File: src/rtl/dff_delay_bank.sv
// dff_delay_bank: multi-lane signed delay line with per-stage valid bits,
// shared clock enable, synchronous flush and a registered occupancy count.
// Used to re-time activations, weights and partial sums so that operands
// produced at different pipeline depths meet at the same stage.
//
// Ports:
//   clk, rst_n      rising-edge clock, asynchronous active-low reset
//   enable          1 = all stages advance, 0 = all stages hold
//   flush           synchronous clear of every stage, wins over enable
//   in_valid        qualifies in_data; an invalid word enters as all zeros
//   in_data         CHANNELS packed lanes, lane c = [c*DWIDTH +: DWIDTH]
//   delay_sel       output tap 1..DEPTH; 0 or >DEPTH selects stage DEPTH
//   out_valid       valid bit of the tapped stage (combinational)
//   out_data        data of the tapped stage (combinational), same packing
//   occupancy       number of stages currently holding valid data

// One lane: DEPTH data registers plus the combinational output tap.
// tap arrives already sanitised to 1..DEPTH by the top level.
module dff_delay_lane #(
  parameter int DWIDTH = 32,
  parameter int DEPTH  = 4,
  parameter int SELW   = 3
) (
  input  logic              clk,
  input  logic              rst_n,
  input  logic              advance,
  input  logic              clear,
  input  logic [DWIDTH-1:0] in_word,
  input  logic [SELW-1:0]   tap,
  output logic [DWIDTH-1:0] out_word
);
  logic [DEPTH:1][DWIDTH-1:0] stage;

  always_ff @(posedge clk or negedge rst_n) begin
    if (!rst_n) begin
      stage <= '0;
    end else if (clear) begin
      stage <= '0;
    end else if (advance) begin
      stage[1] <= in_word;
      for (int k = 2; k <= DEPTH; k++) stage[k] <= stage[k-1];
    end
  end

  always_comb begin
    out_word = '0;
    for (int k = 1; k <= DEPTH; k++)
      if (tap == SELW'(k)) out_word = stage[k];
  end
endmodule

module dff_delay_bank #(
  parameter int DWIDTH   = 32,
  parameter int CHANNELS = 4,
  parameter int DEPTH    = 4
) (
  input  logic                         clk,
  input  logic                         rst_n,
  input  logic                         enable,
  input  logic                         flush,
  input  logic                         in_valid,
  input  logic [CHANNELS*DWIDTH-1:0]   in_data,
  input  logic [$clog2(DEPTH+1)-1:0]   delay_sel,
  output logic                         out_valid,
  output logic [CHANNELS*DWIDTH-1:0]   out_data,
  output logic [$clog2(DEPTH+1)-1:0]   occupancy
);
  localparam int SELW = $clog2(DEPTH+1);

  logic [CHANNELS-1:0][DWIDTH-1:0] in_lanes, out_lanes;
  logic [DEPTH:1]                  vld_pipe;
  logic [SELW-1:0]                 tap;
  logic                            advance;

  // flush has priority, so it masks the advance strobe.
  assign advance = enable & ~flush;

  // Invalid words enter as zero so bubbles never carry stale data.
  assign in_lanes = in_valid ? in_data : '0;
  assign out_data = out_lanes;

  // Out-of-range selects fall back to the deepest stage.
  assign tap = (delay_sel == '0 || delay_sel > SELW'(DEPTH)) ? SELW'(DEPTH) : delay_sel;

  for (genvar c = 0; c < CHANNELS; c++) begin : g_lane
    dff_delay_lane #(.DWIDTH(DWIDTH), .DEPTH(DEPTH), .SELW(SELW)) u_lane (
      .clk      (clk),
      .rst_n    (rst_n),
      .advance  (advance),
      .clear    (flush),
      .in_word  (in_lanes[c]),
      .tap      (tap),
      .out_word (out_lanes[c])
    );
  end

  // Valid shift register and occupancy move on the same edge as the data.
  always_ff @(posedge clk or negedge rst_n) begin
    if (!rst_n) begin
      vld_pipe  <= '0;
      occupancy <= '0;
    end else if (flush) begin
      vld_pipe  <= '0;
      occupancy <= '0;
    end else if (enable) begin
      vld_pipe[1] <= in_valid;
      for (int k = 2; k <= DEPTH; k++) vld_pipe[k] <= vld_pipe[k-1];
      // Entry and exit together leave the count unchanged; the count
      // tracks set valid bits exactly, so it cannot wrap.
      if (in_valid && !vld_pipe[DEPTH])      occupancy <= occupancy + SELW'(1);
      else if (!in_valid && vld_pipe[DEPTH]) occupancy <= occupancy - SELW'(1);
    end
  end

  always_comb begin
    out_valid = 1'b0;
    for (int k = 1; k <= DEPTH; k++)
      if (tap == SELW'(k)) out_valid = vld_pipe[k];
  end
endmodule

File: config.mk
export PLATFORM = sky130hd
export DESIGN_NAME = dff_delay_bank
export DESIGN_NICKNAME = d
export VERILOG_FILES = /design/src/rtl/dff_delay_bank.sv
export SDC_FILE = /design/constraint.sdc
export NUM_CORES = 1
export LEC_CHECK = 0
export ABC_AREA = 0
export BUFFER_PORTS_ARGS = -buffer_cell sky130_fd_sc_hd__buf_4
export CAP_MARGIN = 20
export CORE_MARGIN = 2
export CORE_UTILIZATION = 25
export DETAILED_ROUTE_END_ITERATION = 10
export RECOVER_POWER = 100
export SLEW_MARGIN = 5
export SYNTH_ARGS = -nofsm -noshare
export SYNTH_HDL_FRONTEND = slang
export SYNTH_HIERARCHICAL = 1
export SYNTH_SLANG_ARGS = --single-unit
File: constraint.sdc
create_clock -name clk -period 3.6 [get_ports clk]
set_input_delay 0.72 -clock clk [delete_from_list [all_inputs] [get_ports clk]]
set_output_delay 0.72 -clock clk [all_outputs]
set_load 0.02 [all_outputs]
==> metrics.md, run 1 <==
| Metric | Value |
|---|---|
| Power Dens Cells | 419 nW/um^2 |
| Initial detailed-routing violation count | 1193 |
| CP Capture Type | output port |
| Most frequent cell after synthesis | mux2i_1 |
| Leak Pwr | 0.0144 uW |
| CTS buffer count | 66 |
| Vias per cell | 4.53 |
| Drt drc | 0 |
| Clock transition at the registers of the reported paths | 60 ps |
| First-pass GRT wire length | 116 mm |
| Clk buf depth | 3 |
| Synthesized net count | 2592 |
| Status | finished, violations left |
| Slew margin rel. | -41.5% |
| Hold Vio Cnt, Final | 0 |
| Unrepaired setup endpoints after global routing | yes |
| Sequential fraction of the synthesis area | 46.5% |
| Share of layout cells above drive strength 1 | 22.6% |
| Worst R2R Start | vld_pipe[4] |
| Avg WL per Cell | 17.4 um |
| Mapped cell area | 27900 um^2 |
| Layout Utilization | 30.3% |
| Hold Path Depth | 2 |
| Core area | 111000 um^2 |
| Failing checks | max-capacitance violations, max-slew violations |
| Fmax | 0.284 GHz |
| Post-route ant nets | 0 |
| Crit path DAT | 2800 ps |
| Hold worst-path end | occupancy[1] |
| Worst EP required | 2880 ps |
| First drt pass iteration count | 5 |
| Tcrit/Tclk final | 97.8% |
| Starting density of the core | 25.2% |
| IO buf count | 267 |
| Total negative setup slack | 0 ps |
| Largest net degree at the start of global routing | 172 |
| Setup violators final | 0 |
| Worst Skew | 14.7 ps |
| Ys Warns | 6 |
| Worst-path maximum fanout | 25 |
| Design Power | 14100 uW |
| Clock period minus worst slack | 3520 ps |
| Initial antenna violation count | 3 |
| Cell taking the most area after synthesis | dfrtp_1 |
| Post-synth top area share | 46.5% |
| Total Wirelength | 73.6 mm |
| Die Y | 338 um |
| Final Hold Slack | 409 ps |
| Synth cell types | 36 |
| Top_reg_cell synth | dfrtp_1 |
| Hpwl dp | 46.5 mm |
| Via count | 19100 |
| Synth Area per Inst | 11.4 um^2 |
| Cell count after synthesis | 2454 |
| Crit start category | input port |
| # Max-Cap Violations | 1 |
| Worst skew pair latency | 600 ps |
| Max Slew Vio Count | 75 |
| FF-to-FF End | occupancy[2] |
| Total GRT Usage | 12.6% |
| Clk sinks | 519 |
| GRT overflow | 0 |
| Clock root cell | clkbuf_16 |
| # IOs | 268 |
| Post-synthesis async set-or-reset flop share | 100% |
| EDFF count, synth | 0 |
| WS Path Type | in -> out |
| R2r worst-path depth | 5 |
| Commonest cells in the netlist | mux2i_1, dfrtp_1, nor2_1 |
| Hold crit path type | in -> reg |
| Peak supply drop | 0.229 mV |
| Hold_sp | enable |
| Reg2reg setup slack | 1830 ps |
| Final net count | 2831 |
| Die area | 114000 um^2 |
| Placed insts | 4109 |
| Die width | 338 um |
| Synth-to-Final Area Change | 20.2% |
| Final GP Congestion | 0.751 |
| Synth Register Bits | 519 |
| Non-Filler Instances | 4228 |
| H-tree depth | 3 |
| CTS tree | yes |
| Worst slew pin tran | 2120 ps |
| Vias in the first global route | 19400 |
| Cell Rows | 122 |
| Area contributors post-synth | dfrtp_1, mux2i_1, nor2_1 |
==> stage by stage <==
step	cell area [um^2]	worst slack (ps)
floorplan	27900	354
global placement	31500	-111
detailed placement	31500	-76.7
CTS	33700	8.29
global route	33600	-4.50
finish	33600	78.8
==> state kept, by name, indices dropped and copies added (netlist names) <==
name and count:
g_lane.u_lane/stage 512, vld_pipe 4, occupancy 3
==> metal layers <==
metal | vias up | GRT usage, % | part of all wire, % | wire length [um]
li1 | 9095 | - | - | -
met4 | 2 | 3.86 | 2.5 | 1810
met1 | 9567 | 17.5 | 47 | 34700
met5 | - | 0 | 0.018 | 13
met2 | 362 | 19.5 | 46 | 33900
met3 | 114 | 2.67 | 4.4 | 3220
==> how the worst max path moves through the flow <==
stage / start / to / slack (ps) / cells past startpoint
2_1_floorplan: delay_sel[1] / out_data[100] / 350 / 7
3_3_place_gp: delay_sel[1] / out_data[108] / -110 / 10
4_1_cts: delay_sel[1] / out_data[79] / 8 / 9
5_1_grt: delay_sel[1] / out_data[13] / -4 / 9
3_5_place_dp: delay_sel[1] / out_data[108] / -80 / 10
6_report: delay_sel[1] / out_data[95] / 80 / 9
==> critical path, stage by stage <==
cell,delay [ps]
buf_4,120
or2_2,340
ha_4,230
and2b_4,360
buf_12,210
buf_16,210
mux2i_1,240
o221ai_1,160
buf_4,190
==> logic make-up (layout without fill, tap and decap cells) <==
group	Yosys count	after routing	share of synthesized area, %
adders and majority gates	2	2	0.116
AOI/OAI and AO/OA	136	136	6.90
buffers and inverters	230	515	6.14
muxes	645	645	23.1
and+or+nand+nor	921	921	17.2
other	0	1	0
DFF	519	519	46.5
xor gates and xnor gates	1	1	0.0582
==> power by group <==
group	leakage, uW	total, uW	internal (uW)	switching [uW]
Sequential	0.00722	5960	5900	56.9
Clock	0.00107	6580	3980	2600
Combinational	0.00610	1520	610	912
Total	0.0144	14100	10500	3570
==> final cells by class <==
cell class | count | area (um^2)
Fill cell | 11600 | 77200
Multi-Input combinational cell | 1705 | 13300
Sequential cell | 519 | 13000
Timing Repair Buffer | 395 | 3260
Clock buffer | 96 | 1990
Tap cell | 1488 | 1860
Clock inverter | 18 | 161
Inverter | 6 | 32.5
Antenna cell | 1 | 2.50
==> layout by cell type, fill, tap and decap left out, drive strengths merged, types with 2 or more instances in the layout <==
| cell type | synthesis | routed |
|---|---|---|
| nand4bb | 128 | 128 |
| bufinv | 0 | 2 |
| nand2b | 5 | 5 |
| nor2b | 3 | 3 |
| o221ai | 128 | 128 |
| nand2 | 128 | 128 |
| clkinv | 0 | 11 |
| clkbuf | 34 | 140 |
| a21oi | 2 | 2 |
| dfrtp | 519 | 519 |
| inv | 6 | 10 |
| or2 | 5 | 5 |
| mux2i | 644 | 644 |
| and2 | 128 | 128 |
| o21ai | 2 | 2 |
| buf | 190 | 351 |
| nor2 | 518 | 518 |
==> timing repair <==
| action | 4_1_cts | 5_1_grt |
|---|---|---|
| hold buffers | 0 | 0 |
| gates cloned | 0 | 3 |
| resized for setup | 6 | 14 |
| endpoints found under the setup margin | 28 | 83 |
| buffers inserted | 0 | 1 |
Power figures use the tool's default switching activity.
==> run 2, diff against run 1 <==
Settings changed: CELL_PAD_IN_SITES_DETAIL_PLACEMENT from default to 2, CELL_PAD_IN_SITES_GLOBAL_PLACEMENT from default to 2, CORE_ASPECT_RATIO from default to 0.9, PLACE_DENSITY_LB_ADDON from default to 0.1.
==> run 2 against run 1 <==
- the flow still finishes with violations (max-capacitance violations, max-slew violations)
- sequential cell count unchanged
- global-route usage increased by 3.6 points
- critical path type unchanged
- clock skew decreased by 2.3 ps
- core utilization increased by 0.31 points
- highest routed layer unchanged
- critical endpoint is now out_data[41]
==> metrics.md, run 2 (synthesis gave the netlist of run 1 again) <==
| Metric | Value |
|---|---|
| Crit path DAT | 2830 ps (was 2800 ps) |
| Hold Path Depth | 2 (unchanged) |
| Slew margin rel. | -64.3% (was -41.5%) |
| # IOs | 268 (unchanged) |
| Die area | 114000 um^2 (about the same) |
| Final WS setup | 54.3 ps (was 78.8 ps) |
| Max reg flops | 512 (unchanged) |
| Total GRT Usage | 16.2% (was 12.6%) |
| Vias in the first global route | 22400 (was 19400) |
| Crit-path most repeated cell | buf_6 (was buf_4) |
| Setup violators final | 0 (unchanged) |
| Slowest cell on the critical path | and2b_4 (unchanged) |
| Largest net degree at the start of global routing | 183 (was 172) |
| # Max-Cap Violations | 3 (was 1) |
| Share of layout cells above drive strength 1 | 23.5% (was 22.6%) |
| Status | finished, violations left (unchanged) |
| Critical Path, Cell by Cell | buf_6, or2_4, ha_4, buf_6, and2b_4, buf_12, buf_4, buf_12, mux2i_1, o221ai_4, buf_6 (was buf_4, or2_2, ha_4, and2b_4, buf_12, buf_16, mux2i_1, o221ai_1, buf_4) |
| Reg with most FFs | g_lane.u_lane/stage (unchanged) |
| Peak supply drop | 0.277 mV (was 0.229 mV) |
| Crit start category | input port (unchanged) |
| Total Wirelength | 91.2 mm (was 73.6 mm) |
| Via count | 19800 (was 19100) |
| Initial antenna violation count | 5 (was 3) |
| Synth-to-Final Area Change | 21.7% (was 20.2%) |
| Power Dens Cells | 424 nW/um^2 (was 419 nW/um^2) |
| Top flop regs | g_lane.u_lane/stage x512, vld_pipe x4, occupancy x3 (unchanged) |
| Non-Filler Instances | 4227 (was 4228) |
| Die Y | 321 um (was 338 um) |
| Clock transition at the registers of the reported paths | 50 ps (was 60 ps) |
| Worst slew pin tran | 2460 ps (was 2120 ps) |
| CP Capture Type | output port (unchanged) |
| Hold crit path type | in -> reg (unchanged) |
| Drt drc | 0 (unchanged) |
| Worst-path maximum fanout | 13 (was 25) |
| Final net count | 2840 (was 2831) |
| First drt pass iteration count | 4 (was 5) |
| Worst skew pair latency | 620 ps (was 600 ps) |
| Max incr delay on CP | 320 ps (was 360 ps) |
| Tcrit/Tclk final | 98.5% (was 97.8%) |
| Hold Vio Cnt, Final | 0 (unchanged) |
| Clk buf depth | 3 (unchanged) |
| Commonest cells after routing, fill and taps aside | mux2i_1, dfrtp_1, nor2_1 (unchanged) |
| CTS tree | yes (unchanged) |
| Hold bufs inserted after CTS | 0 (unchanged) |
| IO buf count | 267 (unchanged) |
| Leak Pwr | 0.0145 uW (was 0.0144 uW) |
| Unrepaired setup endpoints after global routing | yes (unchanged) |
| CTS buffer count | 68 (was 66) |
| Worst Skew | 12.4 ps (was 14.7 ps) |
| Core area | 111000 um^2 (about the same) |
| Cell Rows | 116 (was 122) |
| Most common cell after layout, fill and taps aside | mux2i_1 (unchanged) |
| Pre-CTS setup slack | -210 ps (was -76.7 ps) |
| Starting density of the core | 25.2% (about the same) |
| Fmax | 0.282 GHz (was 0.284 GHz) |
| Failing checks | max-capacitance violations, max-slew violations (unchanged) |
| Placed insts | 4097 (was 4109) |
| Post-route ant nets | 0 (unchanged) |
| WS Path Type | in -> out (unchanged) |
| Initial detailed-routing violation count | 751 (was 1193) |
| # fillers | 11900 (was 11600) |
| Clock period minus worst slack | 3550 ps (was 3520 ps) |
| Layout Utilization | 30.6% (was 30.3%) |
| First-pass GRT wire length | 144 mm (was 116 mm) |
| R2r worst-path depth | 5 (unchanged) |
| Avg WL per Cell | 21.6 um (was 17.4 um) |
| Clock root cell | clkbuf_16 (unchanged) |
| Hpwl dp | 57.9 mm (was 46.5 mm) |
| H-tree depth | 3 (unchanged) |
| GRT overflow | 0 (unchanged) |
| Final GP Congestion | 0.739 (was 0.751) |
| Worst EP required | 2880 ps (about the same) |
| Clk sinks | 519 (unchanged) |
| Vias per cell | 4.67 (was 4.53) |
| Die width | 356 um (was 338 um) |
| Max Slew Vio Count | 291 (was 75) |
==> run 2: final timing paths <==
path	from	to	slack (ps)
max in group asynchronous	rst_n	g_lane[2].u_lane/stage[92]	520
min in group asynchronous	rst_n	vld_pipe[2]	880
hold / removal	enable	occupancy[1]	430
hold reg to reg	g_lane[0].u_lane/stage[104]	g_lane[0].u_lane/stage[104]	520
setup reg to reg	occupancy[0]	occupancy[2]	1750
setup / recovery	delay_sel[1]	out_data[41]	50
==> run 2: final cells by class <==
class / count / area (um^2) / share of cell area, %
Sequential cell: 519 / 13000 / 38.2
Antenna cell: 1 / 2.50 / 0.00736
Inverter: 6 / 30.0 / 0.0883
Tap cell: 1475 / 1850 / 5.43
Clock buffer: 105 / 2100 / 6.17
Multi-Input combinational cell: 1705 / 13600 / 39.9
Clock inverter: 14 / 100 / 0.294
Timing Repair Buffer: 402 / 3360 / 9.88
==> run 2: critical path: cells and delay by family <==
family / cells / cell delay (ps)
fa+ha+maj: 1 / 220
mux: 1 / 300
buf+inv: 6 / 850
simple gates: 2 / 580
compound gates: 1 / 140
==> run 2: report_power, final <==
| part | switching, uW | internal [uW] |
|---|---|---|
| sequential | 63.7 | 5900 |
| combinational | 982 | 647 |
| clock | 2760 | 4060 |
| total | 3800 | 10600 |
==> run 2: per-stage QoR <==
| stage | cell area (um^2) | power (uW) | hold WS (ps) | setup TNS [ps] |
|---|---|---|---|---|
| finish | 34000 | 14400 | 434 | 0 |
| global placement | 31600 | 7660 | 505 | -7900 |
| floorplan | 27900 | 7020 | 424 | 0 |
| global route | 34000 | 15100 | 434 | -2.86 |
| detailed placement | 31600 | 7690 | 514 | -9210 |
| CTS | 34500 | 14800 | 153 | 0 |
==> run 2: routing by layer <==
layer  routed length, um  track usage, %
met3                3160            2.88
met5                  41               0
met2               42500            25.6
met4                2630            5.21
met1               42900            22.2
==> run 2: timing repair <==
action / 4_1_cts / 5_1_grt
pin swaps: 4 / 5
setup endpoints to repair: 122 / 34
buffers inserted: 7 / 0
gates cloned: 5 / 0
gates resized for setup: 69 / 3
endpoints found under the hold margin: 0 / 0
